## src/rtl/rf_pkg.sv

```systemverilog
// rf_pkg: shared defaults and helpers for the mp_reg_file register file.
//   - DW_DEF / DEPTH_DEF / AW_DEF     : default word width, register count, index width
//   - SP_IDX_DEF / SP_INIT_DEF        : default stack-pointer register and its reset value
//   - rf_fwd_sel_e / rf_fwd()         : same-cycle forwarding priority select, used by the
//                                       read ports when REGFILE_BYPASS_EN is defined
package rf_pkg;

    localparam int          DW_DEF      = 32;
    localparam int          DEPTH_DEF   = 32;
    localparam int          AW_DEF      = $clog2(DEPTH_DEF);
    localparam int          SP_IDX_DEF  = 29;
    localparam logic [31:0] SP_INIT_DEF = 32'h0000_0400;

    typedef enum logic [1:0] {
        FWD_NONE = 2'd0,
        FWD_W0   = 2'd1,
        FWD_W1   = 2'd2
    } rf_fwd_sel_e;

    // The load writeback port wins over the ALU port when both hit the same register,
    // matching the array's write-collision rule.
    function automatic rf_fwd_sel_e rf_fwd(input logic hit_w0, input logic hit_w1);
        rf_fwd_sel_e sel;
        sel = FWD_NONE;
        if (hit_w1) begin
            sel = FWD_W1;
        end else if (hit_w0) begin
            sel = FWD_W0;
        end
        return sel;
    endfunction

endpackage

```

## src/rtl/rf_read_port.sv

```systemverilog
// rf_read_port: one combinational read port of mp_reg_file.
//   Optional feature macro: REGFILE_BYPASS_EN (same-cycle write forwarding).
// Ports:
//   rd_addr  in  AW       register index to read
//   regs     in  DW x DEPTH  register array contents (pre-edge state)
//   pend     in  DEPTH    pending scoreboard (pre-edge state)
//   en, w0_*, w1_*, iss_* in  write/issue requests of the current cycle (bypass only)
//   rd_data  out DW       read data (register 0 always reads 0)
//   rd_pend  out 1        pending flag of the addressed register
module rf_read_port
    import rf_pkg::*;
#(
    parameter int DW    = DW_DEF,
    parameter int DEPTH = DEPTH_DEF,
    parameter int AW    = $clog2(DEPTH)
) (
    input  logic [AW-1:0]    rd_addr,
    input  logic [DW-1:0]    regs [DEPTH],
    input  logic [DEPTH-1:0] pend,
    input  logic             en,
    input  logic             w0_en,
    input  logic [AW-1:0]    w0_addr,
    input  logic [DW-1:0]    w0_data,
    input  logic             w1_en,
    input  logic [AW-1:0]    w1_addr,
    input  logic [DW-1:0]    w1_data,
    input  logic             iss_en,
    input  logic [AW-1:0]    iss_addr,
    output logic [DW-1:0]    rd_data,
    output logic             rd_pend
);

    logic          is_zero;
    logic [DW-1:0] arr_data;
    logic          arr_pend;

    assign is_zero  = (rd_addr == '0);
    assign arr_data = is_zero ? '0 : regs[rd_addr];
    assign arr_pend = is_zero ? 1'b0 : pend[rd_addr];

`ifdef REGFILE_BYPASS_EN
    logic        hit_w0;
    logic        hit_w1;
    logic        hit_iss;
    rf_fwd_sel_e fwd_sel;

    // A hit needs the same qualification as a real write, so a forwarded value is
    // always the value the array will hold after the edge.
    assign hit_w0  = en && w0_en && !is_zero && (w0_addr == rd_addr);
    assign hit_w1  = en && w1_en && !is_zero && (w1_addr == rd_addr);
    assign hit_iss = en && iss_en && !is_zero && (iss_addr == rd_addr);
    assign fwd_sel = rf_fwd(hit_w0, hit_w1);

    always_comb begin
        rd_data = arr_data;
        rd_pend = arr_pend;
        case (fwd_sel)
            FWD_W1: begin
                rd_data = w1_data;
                rd_pend = hit_iss;
            end
            FWD_W0: begin
                rd_data = w0_data;
                rd_pend = hit_iss;
            end
            default: ;
        endcase
    end
`else
    logic unused_byp;
    assign unused_byp = ^{en, w0_en, w0_addr, w0_data, w1_en, w1_addr, w1_data,
                          iss_en, iss_addr};

    assign rd_data = arr_data;
    assign rd_pend = arr_pend;
`endif

endmodule

```

## src/rtl/mp_reg_file.sv

```systemverilog
// mp_reg_file: multi-port CPU register file with two write ports, a per-register
// pending scoreboard and a debug read port.
//   Optional feature macro: REGFILE_BYPASS_EN (read ports forward same-cycle writes).
// Ports:
//   clk, rst_n              clock (rising edge), asynchronous active-low reset
//   en                      global enable for all writes and scoreboard updates
//   w0_en/addr/data         ALU writeback port
//   w1_en/addr/data         load writeback port (wins on address collision)
//   iss_en/iss_addr         mark a register pending (result outstanding)
//   rd_addr/rd_data/rd_pend NUM_RD packed read ports, port k in slice k
//   dbg_addr/dbg_data       debug read, always the registered array value
module mp_reg_file
    import rf_pkg::*;
#(
    parameter int             DW      = DW_DEF,
    parameter int             DEPTH   = DEPTH_DEF,
    parameter int             NUM_RD  = 2,
    parameter int             SP_IDX  = SP_IDX_DEF,
    parameter logic [DW-1:0]  SP_INIT = DW'(SP_INIT_DEF)
) (
    input  logic                              clk,
    input  logic                              rst_n,
    input  logic                              en,
    input  logic                              w0_en,
    input  logic [$clog2(DEPTH)-1:0]          w0_addr,
    input  logic [DW-1:0]                     w0_data,
    input  logic                              w1_en,
    input  logic [$clog2(DEPTH)-1:0]          w1_addr,
    input  logic [DW-1:0]                     w1_data,
    input  logic                              iss_en,
    input  logic [$clog2(DEPTH)-1:0]          iss_addr,
    input  logic [NUM_RD*$clog2(DEPTH)-1:0]   rd_addr,
    output logic [NUM_RD*DW-1:0]              rd_data,
    output logic [NUM_RD-1:0]                 rd_pend,
    input  logic [$clog2(DEPTH)-1:0]          dbg_addr,
    output logic [DW-1:0]                     dbg_data
);

    localparam int AW = $clog2(DEPTH);

    logic [DW-1:0]    regs_q [DEPTH];
    logic [DW-1:0]    regs_d [DEPTH];
    logic [DEPTH-1:0] pend_q;
    logic [DEPTH-1:0] pend_d;

    // Port 1 is applied after port 0 so a collision leaves the load value, and the
    // issue set is applied last so a new producer overrides a same-cycle write clear.
    always_comb begin
        regs_d = regs_q;
        pend_d = pend_q;
        if (en) begin
            if (w0_en && (w0_addr != '0)) begin
                regs_d[w0_addr] = w0_data;
                pend_d[w0_addr] = 1'b0;
            end
            if (w1_en && (w1_addr != '0)) begin
                regs_d[w1_addr] = w1_data;
                pend_d[w1_addr] = 1'b0;
            end
            if (iss_en && (iss_addr != '0)) begin
                pend_d[iss_addr] = 1'b1;
            end
        end
    end

    always_ff @(posedge clk or negedge rst_n) begin
        if (!rst_n) begin
            for (int i = 0; i < DEPTH; i++) begin
                regs_q[i] <= ((SP_IDX != 0) && (i == SP_IDX)) ? SP_INIT : '0;
            end
            pend_q <= '0;
        end else begin
            regs_q <= regs_d;
            pend_q <= pend_d;
        end
    end

    genvar k;
    generate
        for (k = 0; k < NUM_RD; k++) begin : g_rd
            rf_read_port #(
                .DW    (DW),
                .DEPTH (DEPTH),
                .AW    (AW)
            ) u_rd (
                .rd_addr  (rd_addr[k*AW +: AW]),
                .regs     (regs_q),
                .pend     (pend_q),
                .en       (en),
                .w0_en    (w0_en),
                .w0_addr  (w0_addr),
                .w0_data  (w0_data),
                .w1_en    (w1_en),
                .w1_addr  (w1_addr),
                .w1_data  (w1_data),
                .iss_en   (iss_en),
                .iss_addr (iss_addr),
                .rd_data  (rd_data[k*DW +: DW]),
                .rd_pend  (rd_pend[k])
            );
        end
    endgenerate

    assign dbg_data = regs_q[dbg_addr];

endmodule

```

## config.mk

```make
export PLATFORM = sky130hd
export DESIGN_NAME = mp_reg_file
export DESIGN_NICKNAME = d
export VERILOG_FILES = /design/src/rtl/rf_pkg.sv /design/src/rtl/rf_read_port.sv /design/src/rtl/mp_reg_file.sv
export SDC_FILE = /design/constraint.sdc
export NUM_CORES = 2
export LEC_CHECK = 0
export CAP_MARGIN = 20
export CORE_UTILIZATION = 55
export DETAILED_ROUTE_END_ITERATION = 8
export GPL_TIMING_DRIVEN = 0
export PLACE_DENSITY = 0.73
export RECOVER_POWER = 50
export SYNTH_ARGS = -nofsm -noshare
export SYNTH_HDL_FRONTEND = slang
export SYNTH_SLANG_ARGS = --single-unit
```

## constraint.sdc

```tcl
create_clock -name clk -period 2.9 [get_ports clk]
set_input_delay 0.29 -clock clk [delete_from_list [all_inputs] [get_ports clk]]
set_output_delay 0.29 -clock clk [all_outputs]
set_load 0.005 [all_outputs]
```

==> impl_metrics.py, run 1 <==
metrics = {
    "synth": {
        "synth_edf_count": 0,
        "yosysUniqueCellTypes": 57,
        "synth-seq-cells": 1056,
        "yosysWarnings": 0,
        "avgSynthCellArea_um2": 12.5,
        "synth_top_family_by_area": "multiplexers",
        "synth-compound-area-share_pct": 23.9,
        "synth.mux.area_fraction_pct": 30.8,
        "synthCells": 5616,
        "yosys.area_share.simple_pct": 2.02,
        "synth_ff_type": "dfrtp_1",
        "synth_nets": 5716,
        "async_flop_share_pct": 100,
        "synth_fa_ha_area_share_pct": 0,
        "seq_area_frac_synth_pct": 37.7,
        "synth_xor_area_share_pct": 0,
        "netlist_area_mm2": 0.0702,
    },
    "floorplan": {
        "start_util_pct": 55.7,
        "rows": 130,
        "die_y_um": 359,
        "io-pin-count": 198,
        "die_w_um": 359,
    },
    "clock_network": {
        "htreeDepth": 3,
        "cts_root_buf": "clkbuf_16",
        "cts_max_path_buffers": 3,
        "cts_num_sinks": 1056,
        "cts_inserted_buffers": 118,
    },
    "status": {
        "status": "did not finish",
        "tool.error": "[ERROR GRT-0232] Routing congestion too high. Check the congestion heatmap in the GUI.",
        "haltStage": "global routing (5_1_grt)",
    },
    "placement": {
        "io_buffers": 186,
        "gp_congestion": 1.16,
        "preCtsSetupSlack_ns": -2.95,
        "place_inst": 7502,
        "dp_hpwl_um": 316000,
        "post_dp_cell_area_mm2": 0.0749,
    },
    "global_route": {
        "track_usage_pct": 65.3,
        "grt_max_degree": 165,
        "gr-total-overflow": 1,
    },
}
[cells in the mapped netlist, drive strengths merged, types with 4 or more instances]
cell     count  area [um2]
a2111oi     30         263
nand2       90         338
mux2       169        1900
and3         4        25.0
a32o         6        60.1
and2         5        31.3
clkbuf     607        2280
nand2b      10        62.6
and4b        8        80.1
a2bb2oi    938        8220
or2          5        31.3
inv         31         116
a21boi      30         236
nand4b       6        52.6
a21oi        9        45.0
o221ai      28         245
mux4       807       18200
nor2        11        46.3
nor4bb       5        50.1
o22ai     1036        6480
nand3        7        35.0
dfrtp     1055       26400
a221oi       5        43.8
nor2b       21         131
a22oi       12        90.1
a211oi      37         278
nor3        54         270
a22o        53         464
o21ai       18        90.1
o211ai      30         235
mux2i      155        1550
buf        300        1540
nor4         8        50.1
[cell families after synthesis]
kind of cell / after synthesis
flip-flops: 1056
buffers and inverters: 938
AND/OR/NAND/NOR: 257
multiplexers: 1131
AO/OA/AOI/OAI: 2234
[metal layers]
metal / global-route usage, % / overflow
met1: 72.9 / 1
met2: 80.4 / 0
met3: 48.9 / 0
met4: 51.5 / 0
met5: 20.1 / 0
[repair_timing]
action	in CTS
cloned	0
pin swaps	151
endpoints found under the hold margin	208
endpoints found under the setup margin	386
hold buffers	1
buffers inserted	287
gates resized for setup	1301
[metrics by stage]
step,utilization [%],hold WS [ns]
after CTS,67.3,0.0828
after detailed placement,59.4,0.228
after global placement,58.8,0.471
after floorplan,-,-0.00559
==> run 2, diff against run 1 <==
--- a/config.mk
+++ b/config.mk
@@ -6,10 +6,10 @@
 export NUM_CORES = 2
 export LEC_CHECK = 0
 export CAP_MARGIN = 20
-export CORE_UTILIZATION = 55
+export CORE_UTILIZATION = 40
 export DETAILED_ROUTE_END_ITERATION = 8
 export GPL_TIMING_DRIVEN = 0
-export PLACE_DENSITY = 0.73
+export PLACE_DENSITY_LB_ADDON = 0.15
 export RECOVER_POWER = 50
 export SYNTH_ARGS = -nofsm -noshare
 export SYNTH_HDL_FRONTEND = slang
==> run 2 against run 1 <==
The flow now finishes, with violations (max-capacitance violations, max-slew violations, negative setup slack). Synthesized area unchanged. Synthesized cell count unchanged.
==> impl_metrics.py, run 2 <==
metrics = {
    "cells_and_area": {
        "multi_input_area_mm2": 0.0426,
        "final_common_cell": "dfrtp_1",
        "drive_gt1_share_pct": 36.3,
        "regMostFlops": "regs_q",
        "seqCellArea_mm2": 0.0264,
        "reg_top3": "regs_q x1024, pend_q x32",
        "layout_common_cells": "dfrtp_1, o22ai_1, a2bb2oi_1",
        "largest_reg_flops": 1024,
        "final_cells": 8775,
        "fillers": 15500,
        "final_nets": 6424,
        "areaGrowthSynthToFinish_pct": 24.0,
    },
    "worst_setup_path": {
        "crit_slowest_cell": "a21boi_1",
        "worstPathArrival_ns": 4.21,
        "cp_cell_sequence": "clkdlybuf4s50_1 -> and2_0 -> clkbuf_2 -> nand2_1 -> a21boi_1 -> buf_2 -> a2bb2oi_1",
        "critical_path_class": "primary input to register",
        "cp_max_fo": 10,
        "rr_worst_depth": 3,
        "rr_startpoint": "regs_q[417]",
        "crit_path_start_kind": "primary input",
        "end_kind": "register",
        "cp.required_ns": 3.66,
        "reg2reg_slack_ns": 1.74,
        "slowest_delay_ns": 0.98,
        "reg2reg_to": "regs_q[417]",
    },
    "status": {
        "status": "complete, but fails checks",
        "violations": "max-capacitance violations, max-slew violations, negative setup slack",
    },
    "drt": {
        "drtIter0Drc": 10900,
        "drtPass1Iterations": 6,
        "highest_layer": "met5",
        "drt-met1-wl_um": 164000,
        "num_vias": 67900,
        "via_per_inst": 7.74,
        "met3_length_um": 67500,
        "routed_wl_um": 447000,
        "drtAntennaViolNets": 0,
        "wire_per_inst_um": 50.9,
        "post-route-drc-count": 0,
        "met2WireLength_um": 181000,
    },
    "clock_network": {
        "cts_num_sinks": 1056,
        "htreeDepth": 4,
        "cts_hold_buf": 6,
        "cts_root_buf": "clkbuf_16",
        "cts_max_path_buffers": 3,
        "cts_inserted_buffers": 136,
        "path_clk_slew_ns": 0.06,
        "clk_latency_ns": 0.83,
        "cts_tree": "built",
    },
    "synth": {
        "synth_edf_count": 0,
        "netlist_area_mm2": 0.0702,
        "yosys.cell_count.top_type": "dfrtp_1",
        "synth_top_family_by_area": "multiplexers",
        "netlist.area_leader.share_pct": 37.6,
        "synth-seq-cells": 1056,
        "avgSynthCellArea_um2": 12.5,
        "synth_fa_ha_area_share_pct": 0,
        "ys_top_cells_by_area": "dfrtp_1, mux4_2, a2bb2oi_1, o22ai_1, clkbuf_1",
        "synth-compound-area-share_pct": 23.9,
        "synth_xor_area_share_pct": 0,
        "yosysUniqueCellTypes": 57,
        "async_flop_share_pct": 100,
        "synth_common_cells": "dfrtp_1, o22ai_1, a2bb2oi_1, mux4_2, clkbuf_1",
        "synth_nets": 5716,
        "seq_area_frac_synth_pct": 37.7,
        "yosys.area_share.simple_pct": 2.02,
        "yosysWarnings": 0,
        "synthCells": 5616,
        "synth.mux.area_fraction_pct": 30.8,
        "synth_largest_area_cell": "dfrtp_1",
        "synth_ff_type": "dfrtp_1",
    },
    "floorplan": {
        "die_w_um": 421,
        "start_util_pct": 40.3,
        "fp.coreArea_mm2": 0.174,
        "io-pin-count": 198,
        "die_area_mm2": 0.177,
        "die_y_um": 421,
        "rows": 153,
    },
    "timing": {
        "max_freq_mhz": 290,
        "fin_crit_sh_pct": 119,
        "max_slew_margin_pct": -67.7,
        "fin_skew_ns": 0,
        "final-setup-viol-count": 951,
        "setup_slack_ns": -0.549,
        "slew_violations": 381,
        "period_needed_ns": 3.45,
        "finalHoldViolCount": 0,
        "rsz0062_at_grt": "yes",
        "timing.hold.ws_ns": 0.0184,
        "worst_slew_pin_slew_ns": 2.52,
    },
    "global_route": {
        "grt_pass1_wl_um": 589000,
        "grt_max_degree": 170,
        "gr-total-overflow": 0,
        "grt_pass1_vias": 64400,
        "track_usage_pct": 50.0,
        "antenna_found_initial": 37,
    },
    "power": {
        "power.density_mw_per_mm2": 775,
        "peakVddDrop_uv": 538,
        "power_uw": 67400,
        "power_leakage_uw": 0.0337,
    },
    "placement": {
        "gp_congestion": 1.07,
        "preCtsSetupSlack_ns": -2.69,
        "place_inst": 8171,
        "io_buffers": 186,
        "dp_hpwl_um": 351000,
    },
    "hold_path": {
        "min_path_type": "primary input to asynchronous set/reset pin",
    },
    "job": {
        "cap_viol_max_count": 3,
    },
}
==> run 2: logic make-up after synthesis <==
logic type / Yosys count
simple gates: 257
compound gates: 2234
buf+inv: 938
mux: 1131
flops: 1056
==> run 2: worst max-delay path: cells and delay by family <==
family / cells / cell delay, ns
compound gates: 2 / 1.20
buf+inv: 3 / 1.68
simple gates: 2 / 1.01
==> run 2: stage by stage <==
step	setup TNS (ns)	area (um2)	utilization, %
2_1_floorplan	0	70200	-
3_3_place_gp	-	74900	43.1
3_5_place_dp	-1310.13	75800	43.5
4_1_cts	-19.41	86300	49.6
5_1_grt	-157.83	86900	50.0
6_report	-232.19	87000	50.0
==> run 2: metal layers <==
| layer | global-route usage (%) | up-vias |
|---|---|---|
| met5 | 2.46 | - |
| met4 | 29.9 | 18 |
| met3 | 24.6 | 1326 |
| met2 | 68.2 | 5740 |
| met1 | 63.0 | 35700 |
| li1 | - | 25100 |
==> run 2: power by group <==
part	internal, uW	switching, uW	total (uW)
logic	12800	12300	25100
registers	18800	5360	24100
clock network	10400	7750	18200
total	42000	25400	67400
==> run 2: final cells by class <==
type                    count  area share (%)
repair buffers            577            6.08
plain buffers             900            5.78
flip-flops and latches   1056            30.4
inverters                  31           0.134
clock buffers             195            4.52
multi-input cells        3622            49.0
clock inverters            46           0.688
well taps                2325            3.34
diodes                     23          0.0662
==> run 2: timing repair <==
action                                 in CTS  in global routing
gates resized for setup                  1350                118
endpoints found under the hold margin     330                225
cloned                                      1                  0
setup endpoints to repair                 907                422
pin swaps                                 153                 45
setup buffers                             274                 66
==> run 2: worst max path at each step <==
stage	from	end	slack [ns]
CTS	regs_q[30]	rd_data[30]	-0.34
finish	w0_addr[1]	regs_q[131]	-0.55
floorplan	dbg_addr[0]	dbg_data[11]	0.37
global placement	rst_n	regs_q[35]	-50.60
detailed placement	rd_addr[7]	rd_data[63]	-2.69
global route	regs_q[23]	rd_data[23]	-0.41
Note: power is estimated with default switching activity, not from simulation.
